### config.mk
export PLATFORM = sky130hd
export DESIGN_NAME = pixel_pack_writer
export DESIGN_NICKNAME = d
export VERILOG_FILES = /design/src/rtl/pixel_pkg.sv /design/src/rtl/word_fifo.sv /design/src/rtl/pixel_pack_writer.sv
export SDC_FILE = /design/constraint.sdc
export NUM_CORES = 1
export LEC_CHECK = 0
export ABC_AREA = 1
export BUFFER_PORTS_ARGS = -buffer_cell sky130_fd_sc_hd__buf_2
export CAP_MARGIN = 25
export CELL_PAD_IN_SITES_DETAIL_PLACEMENT = 1
export CELL_PAD_IN_SITES_GLOBAL_PLACEMENT = 1
export CORE_MARGIN = 2
export CORE_UTILIZATION = 39
export CTS_CLUSTER_SIZE = 10
export DETAILED_ROUTE_END_ITERATION = 10
export PLACE_DENSITY = 0.69
export SLEW_MARGIN = 20
export SYNTH_ARGS = -nofsm -noshare
export SYNTH_HDL_FRONTEND = slang
export SYNTH_SLANG_ARGS = --single-unit
### constraint.sdc
create_clock -name clk -period 16.08 [get_ports clk]
set_input_delay 0 -clock clk [delete_from_list [all_inputs] [get_ports clk]]
set_output_delay 0 -clock clk [all_outputs]
set_load 0.02 [all_outputs]
### src/rtl/pixel_pkg.sv
// rtl/pixel_pkg.sv - shared types and helpers for the pixel pack writer
package pixel_pkg;

  typedef enum logic [1:0] {IDLE, RUN, DRAIN, DONE} pw_state_t;

  localparam int BYTEENABLEWIDTH = 4;
  localparam int LANE_BITS       = 2;

  // Byte enables covering lanes 0..lane inclusive.
  function automatic logic [BYTEENABLEWIDTH-1:0] lanes_to_be(input logic [LANE_BITS-1:0] lane);
    logic [BYTEENABLEWIDTH-1:0] be;
    case (lane)
      2'd0:    be = 4'b0001;
      2'd1:    be = 4'b0011;
      2'd2:    be = 4'b0111;
      default: be = 4'b1111;
    endcase
    return be;
  endfunction

endpackage

### src/rtl/word_fifo.sv
// rtl/word_fifo.sv - small synchronous FIFO holding packed words with byte enables
module word_fifo
  import pixel_pkg::*;
#(
  parameter int WIDTH = 32 + BYTEENABLEWIDTH,
  parameter int DEPTH = 4,
  localparam int AW   = $clog2(DEPTH),
  localparam int CW   = AW + 1
) (
  input  logic             clk,
  input  logic             reset,
  input  logic             push,
  input  logic [WIDTH-1:0] push_data,
  input  logic             pop,
  output logic [WIDTH-1:0] head,
  output logic             full,
  output logic             empty,
  output logic [CW-1:0]    count
);

  logic [WIDTH-1:0] mem [DEPTH];
  logic [AW:0]      wr_ptr;
  logic [AW:0]      rd_ptr;
  logic             do_push;
  logic             do_pop;
  logic [CW-1:0]    count_next;

  assign do_push = push && !full;
  assign do_pop  = pop && !empty;
  assign count   = wr_ptr - rd_ptr;
  assign head    = mem[rd_ptr[AW-1:0]];

  always_comb begin
    count_next = count;
    if (do_push && !do_pop)
      count_next = count + CW'(1);
    else if (do_pop && !do_push)
      count_next = count - CW'(1);
  end

  // Memory is cleared on reset so the head word reads zero while idle.
  always_ff @(posedge clk or posedge reset) begin
    if (reset) begin
      wr_ptr <= '0;
      rd_ptr <= '0;
      full   <= 1'b0;
      empty  <= 1'b1;
      for (int i = 0; i < DEPTH; i++)
        mem[i] <= '0;
    end else begin
      if (do_push) begin
        mem[wr_ptr[AW-1:0]] <= push_data;
        wr_ptr              <= wr_ptr + 1'b1;
      end
      if (do_pop)
        rd_ptr <= rd_ptr + 1'b1;
      full  <= (count_next == CW'(DEPTH));
      empty <= (count_next == '0);
    end
  end

endmodule

### src/rtl/pixel_pack_writer.sv
// rtl/pixel_pack_writer.sv - packs 8-bit pixels into 32-bit words and writes them over Avalon-MM
module pixel_pack_writer
  import pixel_pkg::*;
#(
  parameter int MASTER_ADDRESSWIDTH = 28,
  parameter int DATAWIDTH           = 32,
  parameter int FIFO_DEPTH          = 4,
  parameter int COUNTWIDTH          = 24
) (
  input  logic                           clk,
  input  logic                           reset,
  input  logic                           start,
  input  logic [MASTER_ADDRESSWIDTH-1:0] base_addr,
  input  logic [COUNTWIDTH-1:0]          pixel_count,
  input  logic [7:0]                     pix_data,
  input  logic                           pix_valid,
  output logic                           pix_ready,
  output logic                           busy,
  output logic                           done,
  output logic [MASTER_ADDRESSWIDTH-1:0] master_address,
  output logic [DATAWIDTH-1:0]           master_writedata,
  output logic [BYTEENABLEWIDTH-1:0]     master_byteenable,
  output logic                           master_write,
  input  logic                           master_waitrequest
);

  localparam int FW = DATAWIDTH + BYTEENABLEWIDTH;
  localparam int CW = $clog2(FIFO_DEPTH) + 1;

  pw_state_t                    state;
  pw_state_t                    state_next;
  logic [MASTER_ADDRESSWIDTH-1:0] addr_q;
  logic [COUNTWIDTH-1:0]        count_q;
  logic [COUNTWIDTH-1:0]        recv_q;
  logic [COUNTWIDTH-1:0]        recv_inc;
  logic [DATAWIDTH-1:0]         pack_q;
  logic [DATAWIDTH-1:0]         word_next;
  logic [LANE_BITS-1:0]         lane_q;

  logic                         accept;
  logic                         last_pix;
  logic                         push;
  logic                         pop;
  logic [FW-1:0]                push_data;
  logic [FW-1:0]                fifo_head;
  logic                         fifo_full;
  logic                         fifo_empty;
  logic [CW-1:0]                fifo_count;

  assign accept    = pix_valid && pix_ready;
  assign recv_inc  = recv_q + 1'b1;
  assign last_pix  = accept && (recv_inc == count_q);
  assign push      = accept && ((lane_q == LANE_BITS'(3)) || last_pix);
  assign push_data = {lanes_to_be(lane_q), word_next};
  assign pop       = master_write && !master_waitrequest;

  always_comb begin
    word_next = pack_q;
    word_next[{lane_q, 3'b000} +: 8] = pix_data;
  end

  word_fifo #(
    .WIDTH (FW),
    .DEPTH (FIFO_DEPTH)
  ) u_word_fifo (
    .clk       (clk),
    .reset     (reset),
    .push      (push),
    .push_data (push_data),
    .pop       (pop),
    .head      (fifo_head),
    .full      (fifo_full),
    .empty     (fifo_empty),
    .count     (fifo_count)
  );

  // The FIFO only holds words while a frame is active, so non-empty means a write is pending.
  assign master_write      = !fifo_empty;
  assign master_writedata  = fifo_head[DATAWIDTH-1:0];
  assign master_byteenable = fifo_head[FW-1:DATAWIDTH];
  assign master_address    = addr_q;

  assign busy      = (state != IDLE);
  assign done      = (state == DONE);
  assign pix_ready = (state == RUN) && !fifo_full;

  always_ff @(posedge clk or posedge reset) begin
    if (reset)
      state <= IDLE;
    else
      state <= state_next;
  end

  always_comb begin
    state_next = state;
    case (state)
      IDLE:  if (start) state_next = (pixel_count == '0) ? DONE : RUN;
      RUN:   if (last_pix) state_next = DRAIN;
      // Leave as soon as the final word is accepted so done follows it by one cycle.
      DRAIN: if (fifo_empty || (pop && fifo_count == CW'(1))) state_next = DONE;
      DONE:  state_next = IDLE;
      default: state_next = IDLE;
    endcase
  end

  always_ff @(posedge clk or posedge reset) begin
    if (reset) begin
      addr_q  <= '0;
      count_q <= '0;
      recv_q  <= '0;
      pack_q  <= '0;
      lane_q  <= '0;
    end else begin
      if (state == IDLE && start) begin
        addr_q  <= {base_addr[MASTER_ADDRESSWIDTH-1:2], 2'b00};
        count_q <= pixel_count;
        recv_q  <= '0;
        pack_q  <= '0;
        lane_q  <= '0;
      end
      if (accept) begin
        recv_q <= recv_inc;
        lane_q <= lane_q + 1'b1;
        pack_q <= push ? '0 : word_next;
      end
      if (pop)
        addr_q <= addr_q + MASTER_ADDRESSWIDTH'(4);
    end
  end

endmodule

======== Yosys cells after proc, flatten, opt, wreduce, memory -nomap -nowiden ========
Cells that the tools add are included.
cells by class
  add/sub/neg operators ................... 9
  magnitude comparators ................... 3
  equal/unequal tests ..................... 12
  shifts and indexed selects .............. 2
  muxes and demuxes ....................... 24
  bitwise logic cells ..................... 2
  reductions and logical operators ........ 27
operators by type and width
  operator                count
  $bwmux 144              1
  $mux 36                 3
  $mux 32                 3
  $bmux 36 s2             1
  $demux 36 s2            1
  $mux 28                 2
  $mux 24                 2
  $bwmux 32               1
  $shift 8x7->32 const A  1
  $shiftx 8x7->32         1
  $add 28x3->28 const B   1
  $add 24x1->24 const B   1
  $eq 24x24->1            1
  $logic_not 24->1        1
  $logic_and 1x1->1       12
  $mux 2                  6
  $pmux 4 s3              1
  $add 3x1->3 const B     3
  $eq 2x2->1 const B      4
  $pmux 2 s4              1
  $neg 5->7               1
  $ge 3x3->1 const B      2
  $mux 3                  2
  $ne 2x2->1 const B      3
  other kinds (14)        24
word-level totals
  bits in registers ....................... 264
  input port bits ......................... 65
  logic and storage cells ................. 93

======== Logic depth before layout (Yosys ltp) ========
Gate-level depths: netlist of run 1.
  depth after elaboration ................. 12
  gate-level depth with buffers ........... 22
  depth with buffers taken out ............ 22

======== Modules after synthesis ========
Synthesis of run 1 repeated with hierarchy kept, for this count alone.
unflattened totals
  cell total of the unflattened synthesis .. 1,728
  area total of the unflattened synthesis .. 13,705.6 µm²
by module, submodules not included
  module             instances  cells an instance  area each (µm²)  sequential area each (µm²)
  pixel_pack_writer  1          948                6,976.7          2,752.6
  word_fifo          1          780                6,729.0          3,804.9

======== Least setup slack after synthesis of run 1 ========
Ideal clock, no wire load.
  path type ............................... reg-to-reg
  start point ............................. register state[1]
  end point ............................... register u_word_fifo.mem[72] (netlist name)
  arrival time ............................ 2.647 ns
  setup slack ............................. 13.310 ns
  cell stages (with the launch flop) ...... 22
  buffers on the path ..................... 2
  cells stage by stage .................... dfrtp_1 > inv_1 > ha_1 > inv_1 > nor2_1 > nand2_1 > nor2_1 > nand3_1 > nor2_1 > nand3_1 > nor2_1 > nand3_1 > nor2_1 > nand2_2 > nand2_4 > nand2_4 > nor2_4 > inv_2 > buf_6 > buf_6 > nand2_1 > o21ai_1
on the way
  cells in the longest elaborated chain, start to end .. 7
ends and longest elaborated chain
  item                            line                     text
  start: declaration              pixel_pack_writer.sv:30  pw_state_t state;
  start signal: assignment        pixel_pack_writer.sv:91  state <= state_next;
  $eq 2x1->1 (*)                  pixel_pack_writer.sv:85  assign pix_ready = (state == RUN) && !fifo_full;
  $logic_and 1x1->1 (*)           pixel_pack_writer.sv:85
  net pix_ready                   pixel_pack_writer.sv:17  output logic pix_ready,
  $logic_and 1x1->1 (*)           pixel_pack_writer.sv:50  assign accept = pix_valid && pix_ready;
  $logic_and 1x1->1               pixel_pack_writer.sv:52  assign last_pix = accept && (recv_inc == count_q);
  $logic_or 1x1->1                pixel_pack_writer.sv:53  assign push = accept && ((lane_q == LANE_BITS'(3)) || last_pix);
  $logic_and 1x1->1 (*)           pixel_pack_writer.sv:53
  $logic_and 1x1->1 (*)           word_fifo.sv:28          assign do_push = push && !full;
  end signal: indexed assignment  word_fifo.sv:52          mem[wr_ptr[AW-1:0]] <= push_data;
  end: declaration                word_fifo.sv:21          logic [WIDTH-1:0] mem [DEPTH];
Mark *: on every way through the listed nets, which the timed path passes. The rest lies on a longest branch.
A chain may end at the register's enable or synchronous reset.

======== Worst setup path in the final report of run 1 ========
  start point ............................. register state[1]
  end point ............................... register u_word_fifo.mem[91] (netlist name)
on the way
  cells in the longest elaborated chain, start to end .. 7
ends and longest elaborated chain
  item                   line
  $eq 2x1->1 (*)         pixel_pack_writer.sv:85
  $logic_and 1x1->1 (*)  pixel_pack_writer.sv:85
  $logic_and 1x1->1 (*)  pixel_pack_writer.sv:50
  $logic_and 1x1->1      pixel_pack_writer.sv:52
  $logic_or 1x1->1       pixel_pack_writer.sv:53
  $logic_and 1x1->1 (*)  pixel_pack_writer.sv:53
  $logic_and 1x1->1 (*)  word_fifo.sv:28
Every way passes the cells marked *; elsewhere a longest branch is shown, timed or not.

==> metrics.txt, run 1 <==
IO Pins roughly 130; register-to-register setup slack ~12 ns; final period utilization 23.9%; async set-reset flop share out of synthesis 100%; Final ANT Viol Nets 0; Syn Inst Count 1653; layout cells sized above 1 12.8%; Worst Setup End Kind flop; Initial Utilization 39.7%; H-tree depth 2; reg2reg path depth 21; Netlist cell types 48; Worst-Margin Slew around 0.86 ns; Die H 189 um; clock latency on the worst-skew pair roughly 0.51 ns; Nets ~1900; total congestion overflow 0; post_cts resized 0; Hold Path Stages 5; RSZ-0062 raised after global routing no; vias in the first global route 12600; CTS Sinks 262; I/O Buffers 128; DRC violations left 0; cell mode on critical path nor2_1; floorplan core area 33600 um^2; critical path start-end classification flop to flop; Placed Cells incl. Taps ~2200; Global Route met2 Usage 39.4%; slowest CP cell dfrtp_1; synthesized area 13300 um^2; Power, Total 0.00263 W; synthesized area per cell 8.07 um^2; P&R area growth vs syn 18.7%; final RePlAce weighted congestion 0.798; Hold Path Sink master_address[25]; initial DRC count 579; number of synthesized flops with an enable pin 0; slew margin rel. 42.7%; fin cells 2266; worst-path cell chain inv_1, ha_1, inv_1, nor2_1, nand2_2, buf_4, nor2_1, nand3_1, nor2_1, nand3_1, nor2_1, nand3_1, nor2_1, nand2_2, nand2_4, nand2_4, nor2_4, inv_2, buf_4, nand2_1, o21ai_0; minimum clock period 3.85 ns; Slew Limit Fails 0; Worst EP required 16.42 ns; FF+latch count, synth 262; Critical Path Max Stage Delay 0.40 ns; CP startpoint kind flop; Fill cells about 4000; Vias 11800; setup TNS 0 ns; die area 35700 um^2; CTS buffer count 34; dpl hpwl 24600 um; GRT Max-Usage Layer met2; Final setup viols 0; drt total wl 39100 um; largest net degree at the start of global routing 135; FMAX 0.260 GHz; Post-synth top flop dfrtp_1; HP Start master_waitrequest; Max clock buf depth 3; Critical R2R Capture u_word_fifo.mem[91]; FP Rows 67; clock tree root driver cell clkbuf_16; CTS tree yes; DRT Pass-1 Iters 4; number of diodes 0; worst r2r src state[1]; Seq/Total Area, Yosys a little under 50%; WL/cell 17.2 um; vias per cell between 5 and 6; Reg clk slew, reported paths 0.05 ns; Lkg Pwr 7.27 nW; Total GRT Usage 22.3%; Yosys warning count 0; Power Density 166 nW/um^2; GR Util met1 29.1%; Worst EP arrival around 4.2 ns; Max Cap Violations 0; final core occ 47.1%; VDD IR max 0.111 mV; skew final between 0.015 and 0.02 ns; status complete, no violations; Final Hold Violating Endpoints 0; die width about 190 um; met3 GRT Util roughly 2.8%; crit-path max FO 69; hold crit path type input pin to flop; initial antenna violation count 0; first-pass GRT wire length 64700 um
[how the worst max path moves through the flow]
stage          slack [ns]  cells past startpoint      from              endpoint
2_1_floorplan        8.87                      1     reset            count_q[0]
3_3_place_gp        12.22                     21  state[1]  u_word_fifo.mem[124]
3_5_place_dp        12.18                     21  state[1]  u_word_fifo.mem[123]
4_1_cts             12.16                     21  state[1]  u_word_fifo.mem[123]
5_1_grt             11.69                     21  state[1]   u_word_fifo.mem[55]
6_report            12.23                     21  state[1]   u_word_fifo.mem[91]
[area by class of cell]
class | count | area (um^2) | area share (%)
Sequential cell | 262 | 6560 | 41.4
Multi-Input combinational cell | 1111 | 5670 | 35.8
Timing Repair Buffer | 197 | 1310 | 8.27
Clock buffer | 48 | 955 | 6.03
Inverter | 196 | 743 | 4.70
Tap cell | 448 | 561 | 3.54
Clock inverter | 4 | 27.5 | 0.174
[Yosys cell counts (4+ instances only)]
library cell    n  area [um^2]
nand2_1       372         1400
xnor2_1         5         43.8
nand3b_1        4         30.0
nor2_4          6         67.6
o21ai_1        33          165
dfrtp_1       261         6530
nor3_1          9         45.0
xor2_1         14          123
nand3_1        74          370
ha_1           23          288
inv_2           5         18.8
clkbuf_1       63          236
or2_2           6         37.5
o21ai_0       231         1160
nor2_2          5         31.3
o22ai_1        85          532
nor4_1          6         37.5
buf_2          11         55.1
nand2_2         8         50.1
inv_1         189          709
o211ai_1       12         90.1
buf_6           6         67.6
a21oi_1        10         50.1
nand4_1        18          113
nor2_1        134          503
o32ai_1        32          280
[cells in the final DEF (no fill, tap or decap), drive strengths merged, types with 9 or more instances in the layout]
cell,synthesis,routed
xor2,14,14
nor3,9,9
nand3,75,75
dfrtp,261,261
clkbuf,64,48
o211ai,12,12
o21ai,265,265
buf,21,145
ha,23,23
o22ai,85,85
dlygate4sd3,0,52
nand4,18,18
nor2,146,146
nand2,383,383
inv,194,197
a21oi,11,11
o32ai,32,32
[metal layers]
metal  up-vias  routed length [um]
li1       5777                   -
met4         0                 652
met1      5832               17800
met5         -                   0
met3        51                1360
met2       188               19200
[per-stage QoR]
step / worst slack (ns) / hold WS (ns) / area (um^2)
5_1_grt: 11.69 / 0.0698 / 15800
3_3_place_gp: 12.22 / 0.215 / 14300
3_5_place_dp: 12.18 / 0.220 / 14300
4_1_cts: 12.16 / 0.0225 / 15800
6_report: 12.23 / 0.0330 / 15800
2_1_floorplan: 8.87 / 0.110 / 13300
[sequential cells by signal, indices dropped and copies added, names as in the netlist, 2 cells and up]
signal,flops
u_word_fifo.mem,144
pack_q,32
master_address,26
count_q,24
recv_q,24
u_word_fifo.rd_ptr,3
u_word_fifo.wr_ptr,3
lane_q,2
state,2
[timing repair]
item                      CTS  global route
hold endpoints to repair  184             0
buffers inserted            0             0
hold buffers               52             0
[critical path: cells and delay by family, from the launching register on]
| kind | cells | cell delay (ns) |
|---|---|---|
| fa+ha+maj | 1 | 0.18 |
| flops | 1 | 0.40 |
| compound gates | 1 | 0.10 |
| buf+inv | 5 | 0.88 |
| simple gates | 14 | 2.06 |
[power breakdown]
part / total [W] / internal [W] / switching (W)
Clock: 0.000690 / 0.000410 / 0.000280
Sequential: 0.000886 / 0.000788 / 0.0000976
Combinational: 0.00105 / 0.000337 / 0.000717
Total: 0.00263 / 0.00154 / 0.00110
[kinds of logic after synthesis]
group                    after synthesis  synth area share, %
XOR/XNOR                              21                 1.59
AND/OR/NAND/NOR                      649                 20.7
multiplexers                           1               0.0751
AO/OA/AOI/OAI                        414                 17.7
flip-flops                           262                 49.2
buffers and inverters                281                 8.42
adder cells (fa/ha/maj)               24                 2.31
other                                  1               0.0281
No activity file was read; power rests on OpenSTA's default activity.
==> run 2: changes to the inputs <==
--- a/config.mk
+++ b/config.mk
@@ -14,7 +14,7 @@
 export CORE_UTILIZATION = 39
 export CTS_CLUSTER_SIZE = 10
 export DETAILED_ROUTE_END_ITERATION = 10
-export PLACE_DENSITY = 0.69
+export PLACE_DENSITY = 0.71
 export SLEW_MARGIN = 20
 export SYNTH_ARGS = -nofsm -noshare
 export SYNTH_HDL_FRONTEND = slang
==> constraint.sdc (replaced) <==
create_clock -name clk -period 3.5 [get_ports clk]
set_input_delay 0 -clock clk [delete_from_list [all_inputs] [get_ports clk]]
set_output_delay 0 -clock clk [all_outputs]
set_load 0.02 [all_outputs]
==> metrics.txt, run 2 (synthesis gave the netlist of run 1 again) <==
H-tree depth 2; DRC violations left 0; cell mode on critical path nand2_1; most frequent cells in the layout nand2_1 (369), dfrtp_1 (260), o21ai_0 (231), inv_1 (188), nor2_1 (131); Slew Limit Fails 0; Power Density 774 nW/um^2; Worst EP arrival 3.50 ns; CTS buffer count 34; FP Rows 67; CTS Sinks between 200 and 300; crit path buf inv count 2; minimum clock period 3.14 ns; Top reg by flops u_word_fifo.mem; vias in the first global route 12900; layout cells sized above 1 13.3%; Placed Cells incl. Taps 2168; floorplan core area 33600 um^2; Critical Path Max Stage Delay 0.43 ns; commonest non-fill, non-tap cell in the layout nand2_1; Initial Utilization 39.7%; Sequential Area 6560 um^2; dpl hpwl between 20000 and 30000 um; Max clock buf depth 3; first-pass GRT wire length 67400 um; crit-path max FO 37; die area between 30000 and 40000 um^2; WL/cell 17.8 um; Worst Setup End Kind flop; Reg clk slew, reported paths 0.06 ns; initial antenna violation count 0; critical path start-end classification flop to flop; Post-Place Cell Area ~14000 um^2; final core occ 47.8%; initial DRC count 560; slowest CP cell dfrtp_1; Die H 189 um; Worst EP required 3.86 ns; CTS tree yes; clock latency on the worst-skew pair 0.51 ns; I/O Buffers approximately 130; final period utilization about 90%; Final setup viols 0; VDD IR max 0.421 mV; P&R area growth vs syn 20.6%; DRT Pass-1 Iters 5; Vias 12000; setup TNS 0 ns; worst-path cell chain ha_1, nand2_2, nor2_4, nand2_1, o21ai_1, nand2_1, nand2_1, nand3_1, nor2_1, nand2_1, nor2_2, nand2_2, nand2_4, nand2_4, nor2_4, inv_2, buf_12, nand2_1, o21ai_0; skew final 0.0224 ns; Max Cap Violations 0; critical path's top delay family simple AND/OR/NAND/NOR gates; max FFs per register 144; status complete, no violations; final RePlAce weighted congestion around 0.81; number of diodes 0; drt total wl 40500 um; Fill cells 4071; vias per cell 5.28; FMAX 0.318 GHz; Worst-Margin Slew 0.769 ns; CP startpoint kind flop; largest net degree at the start of global routing 111; fin cells ~2300; IO Pins 133; area occupied by multi-input gates 5680 um^2; Total GRT Usage 23.2%; die width 189 um; hold crit path type input pin to flop; Final ANT Viol Nets 0; Lkg Pwr 7.40 nW; total congestion overflow 0; Nets 1904; post-route cell area about 16000 um^2; RSZ-0062 raised after global routing no; clock tree root driver cell clkbuf_16; slew margin rel. around half; Final Hold Violating Endpoints 0
## run 2: cell types whose count changed in the layout (fill, tap and decap cells not counted), moves of 2 or more
| cell | before | now |
|---|---|---|
| buf_12 | 0 | 6 |
| nor2_1 | 133 | 131 |
| clkbuf_8 | 3 | 5 |
| clkbuf_16 | 35 | 37 |
| dlygate4sd3_1 | 52 | 59 |
| clkbuf_1 | 10 | 5 |
| inv_6 | 2 | 0 |
| nor2_2 | 6 | 8 |
## run 2: layout make-up
type	instances	area share, %
well taps	448	3.49
clock inverters	4	0.280
flip-flops and latches	262	40.8
repair buffers	210	9.22
clock buffers	47	6.30
multi-input cells	1111	35.3
inverters	196	4.61
## run 2: metal layers
metal  track usage [%]  share of wire, %  wire length, um
met3              2.95               3.2             1300
met5                 0                 0                0
met4              5.44               1.7              706
met2              41.4                50            20300
met1              30.0                45            18200
## run 2: what timing repair did
action / in CTS / in global routing
endpoints found under the setup margin: 0 / 63
hold buffers: 59 / 0
endpoints found under the hold margin: 70 / 0
setup buffers: 0 / 0
gates resized for setup: 0 / 4
## run 2: worst min-delay path, stage by stage
cell and delay [ns]:
buf_2 0.09, nor2_2 0.10, nand2_1 0.08, o21ai_0 0.07, a31oi_1 0.14
## run 2: path summary, 6_finish.rpt
kind / from / end / cells past startpoint / slack, ns
worst max-delay path: recv_q[1] / u_word_fifo.mem[85] / 19 / 0.36
worst min-delay path: master_waitrequest / master_address[9] / 5 / 0.03
worst max register to register: recv_q[1] / u_word_fifo.mem[85] / 19 / 0.36
worst min register to register: u_word_fifo.mem[70] / u_word_fifo.mem[70] / 2 / 0.46
max in group asynchronous: reset / master_address[11] / 4 / 2.43
min in group asynchronous: reset / u_word_fifo.mem[18] / 3 / 0.09
## run 2: through the flow
step	worst slack, ns	hold slack (ns)	power (W)
after floorplan	0.0453	0.110	0.00736
after global placement	0.249	0.0769	0.00890
after detailed placement	0.178	0.0703	0.00905
after CTS	0.150	0.000300	0.0126
after global routing	0.0111	0.0671	0.0133
final	0.359	0.0331	0.0124
## run 2: power breakdown
group	internal, W	leakage, nW	switching (W)	total (W)
logic	0.00161	3.35	0.00337	0.00499
registers	0.00362	3.53	0.000472	0.00409
clock network	0.00207	0.524	0.00129	0.00336
total	0.00730	7.40	0.00514	0.0124
==> run 3: changes to the inputs <==
--- a/config.mk
+++ b/config.mk
@@ -5,7 +5,6 @@
 export SDC_FILE = /design/constraint.sdc
 export NUM_CORES = 1
 export LEC_CHECK = 0
-export ABC_AREA = 1
 export BUFFER_PORTS_ARGS = -buffer_cell sky130_fd_sc_hd__buf_2
 export CAP_MARGIN = 25
 export CELL_PAD_IN_SITES_DETAIL_PLACEMENT = 1
@@ -14,7 +13,7 @@
 export CORE_UTILIZATION = 39
 export CTS_CLUSTER_SIZE = 10
 export DETAILED_ROUTE_END_ITERATION = 10
-export PLACE_DENSITY = 0.71
+export PLACE_DENSITY = 0.69
 export SLEW_MARGIN = 20
 export SYNTH_ARGS = -nofsm -noshare
 export SYNTH_HDL_FRONTEND = slang
==> metrics.txt, run 3 <==
status complete, no violations; Fill cells 3692; total congestion overflow 0; layout cells sized above 1 approximately 19%; fin cells 1961; max FFs per register 144; final worst slack 0.169 ns; CTS Sinks 262; top routing layer used met4; Slew Limit Fails 0; register-to-register setup slack 0.17 ns; commonest non-fill, non-tap cell in the layout dfrtp_1; Worst-Margin Slew about 0.84 ns; NetSw between 0.003 and 0.004 W; HP Start pix_data[2]; Placed Cells incl. Taps 1851; largest cells by area after synthesis dfrtp_1 (51%), o21ai_0 (9.6%), nand2_1 (7.2%); WL/cell ~19 um; met3 wire length 1640 um; Hold Path Stages 5; Flop pwr share 39.0%; Total GRT Usage 21.9%; Vias 10400; most frequent cell after synthesis dfrtp_1; CTS buffer count 31; Yosys warning count 0; Die H between 150 and 200 um; area occupied by multi-input gates 5660 um^2; Synth top cells by count dfrtp_1 (261), o21ai_0 (247), nand2_1 (246); reg2reg path depth 9; Final Hold Violating Endpoints 0; CP startpoint kind flop; met1 wire length between 15000 and 20000 um; dpl hpwl 23400 um; H-tree depth 1; IO Pins 133; met2 WL about 18000 um; P_int ~0.0065 W; Seq/Total Area, Yosys 51.0%; Final ANT Viol Nets 0; largest net degree at the start of global routing 78; CTS tree yes; slew margin rel. 43.9%; initial antenna violation count 0; hold crit path type input pin to flop; Worst Setup End Kind flop; number of diodes 0; drt total wl 36500 um; Switching Share 35.9%; crit-path max FO 8; number of synthesized flops with an enable pin 0; final period utilization between 90% and 100%; Gate power share 32.6%; Initial Utilization roughly 40%; Setup WS pre-CTS 0.121 ns; FP Rows 66; DRC violations left 0; final RePlAce weighted congestion 0.758; Netlist cell types 64; Critical R2R Capture state[1]; Post-synth top flop dfrtp_1; FF+latch count, synth 262; Sequential Area around 6600 um^2; vias in the first global route roughly 11000; FMAX 0.300 GHz; DRT Pass-1 Iters 5; clock tree root driver cell clkbuf_16; Worst EP arrival between 3 and 4 ns; Power Density 650 nW/um^2; Synth area leader dfrtp_1; worst r2r src recv_q[11]; floorplan core area 32500 um^2; initial DRC count between 400 and 500; minimum clock period 3.33 ns; die width 186 um; I/O Buffers roughly 130; Hold Path Sink u_word_fifo.mem[118]; Reg clk slew, reported paths 0.06 ns; clock group share of total power 28.4%; die area 34500 um^2; Nets 1597; Max Cap Violations 0; first-pass GRT wire length roughly 60000 um; RSZ-0062 raised after global routing yes; VDD IR max 0.436 mV; final core occ 48.2%; P&R area growth vs syn 21.7%; Lkg Pwr 6.85 nW; synthesized area per cell 9.76 um^2; Top reg by flops u_word_fifo.mem; vias per cell 5.31; Max clock buf depth 3; Worst EP required 3.93 ns; Power, Total 0.0102 W; Syn Inst Count ~1300; Yosys top cell area share between 50% and 60%; skew final 0.0252 ns; async set-reset flop share out of synthesis 100%; setup TNS 0 ns; synthesized area 12900 um^2; critical path start-end classification flop to flop; clock latency on the worst-skew pair 0.57 ns; Final setup viols 0; most frequent cells in the layout dfrtp_1 (259), o21ai_0 (247), nand2_1 (246), buf_2 (128), inv_1 (82)
run 3: how the worst max path moves through the flow:
| stage | slack (ns) | to | cells past startpoint | start |
|---|---|---|---|---|
| detailed placement | 0.12 | u_word_fifo.mem[84] | 10 | recv_q[11] |
| CTS | 0.11 | u_word_fifo.mem[94] | 10 | recv_q[11] |
| global route | -0.06 | state[1] | 9 | recv_q[11] |
| floorplan | 0.05 | count_q[0] | 1 | reset |
| global placement | 0.25 | u_word_fifo.mem[87] | 11 | recv_q[1] |
| finish | 0.17 | state[1] | 9 | recv_q[11] |
run 3: cell families after synthesis:
| kind of cell | after synthesis | share of synthesized area, % |
|---|---|---|
| compound gates | 340 | 14.7 |
| xor+xnor | 38 | 2.59 |
| fa+ha+maj | 24 | 2.39 |
| buf+inv | 165 | 5.22 |
| flops | 262 | 51.0 |
| mux | 68 | 9.16 |
| other cells | 1 | 0.0291 |
| simple gates | 420 | 14.9 |
run 3: worst max-delay path, cell delays in order (launching register included):
cell and delay (ns):
dfrtp_1 0.51, nand4_1 0.22, or4_1 0.63, nor3_1 0.27
o211ai_1 0.14, nor4_2 0.43, nand3_1 0.23, o2bb2ai_1 0.20
a31oi_1 0.21, mux2_2 0.36
run 3: cell type report:
cell class,instances,area share (%)
well taps,442,3.53
clock inverters,2,0.0879
clock buffers,42,5.53
inverters,83,2.01
flip-flops and latches,262,41.9
multi-input cells,892,36.1
repair buffers,238,10.8
run 3: layer usage:
layer	global-route usage (%)	vias to the layer above
met5	0	-
met4	4.82	0
met3	3.64	48
met2	37.9	195
met1	28.9	5239
li1	-	4939
run 3: per-stage QoR:
stage | area, um^2 | hold slack, ns
2_1_floorplan | 12900 | 0.131
3_3_place_gp | 14100 | -0.000951
3_5_place_dp | 14100 | 0.00434
4_1_cts | 15700 | 0.0109
5_1_grt | 15700 | 0.0477
6_report | 15700 | 0.0390
run 3: repair_timing:
| action | 4_1_cts | 5_1_grt |
|---|---|---|
| buffers inserted | 0 | 0 |
| endpoints found under the hold margin | 352 | 0 |
| hold buffers | 66 | 0 |
| endpoints found under the setup margin | 0 | 43 |
| gates resized for setup | 0 | 1 |
run 3: power groups by stage:
stage	clock, W	sequential (W)	combinational [W]
after floorplan	0	0.00405	0.00211
after global placement	0	0.00397	0.00314
after detailed placement	0	0.00401	0.00322
after CTS	0.00299	0.00396	0.00334
after global routing	0.00310	0.00404	0.00370
final	0.00290	0.00397	0.00332
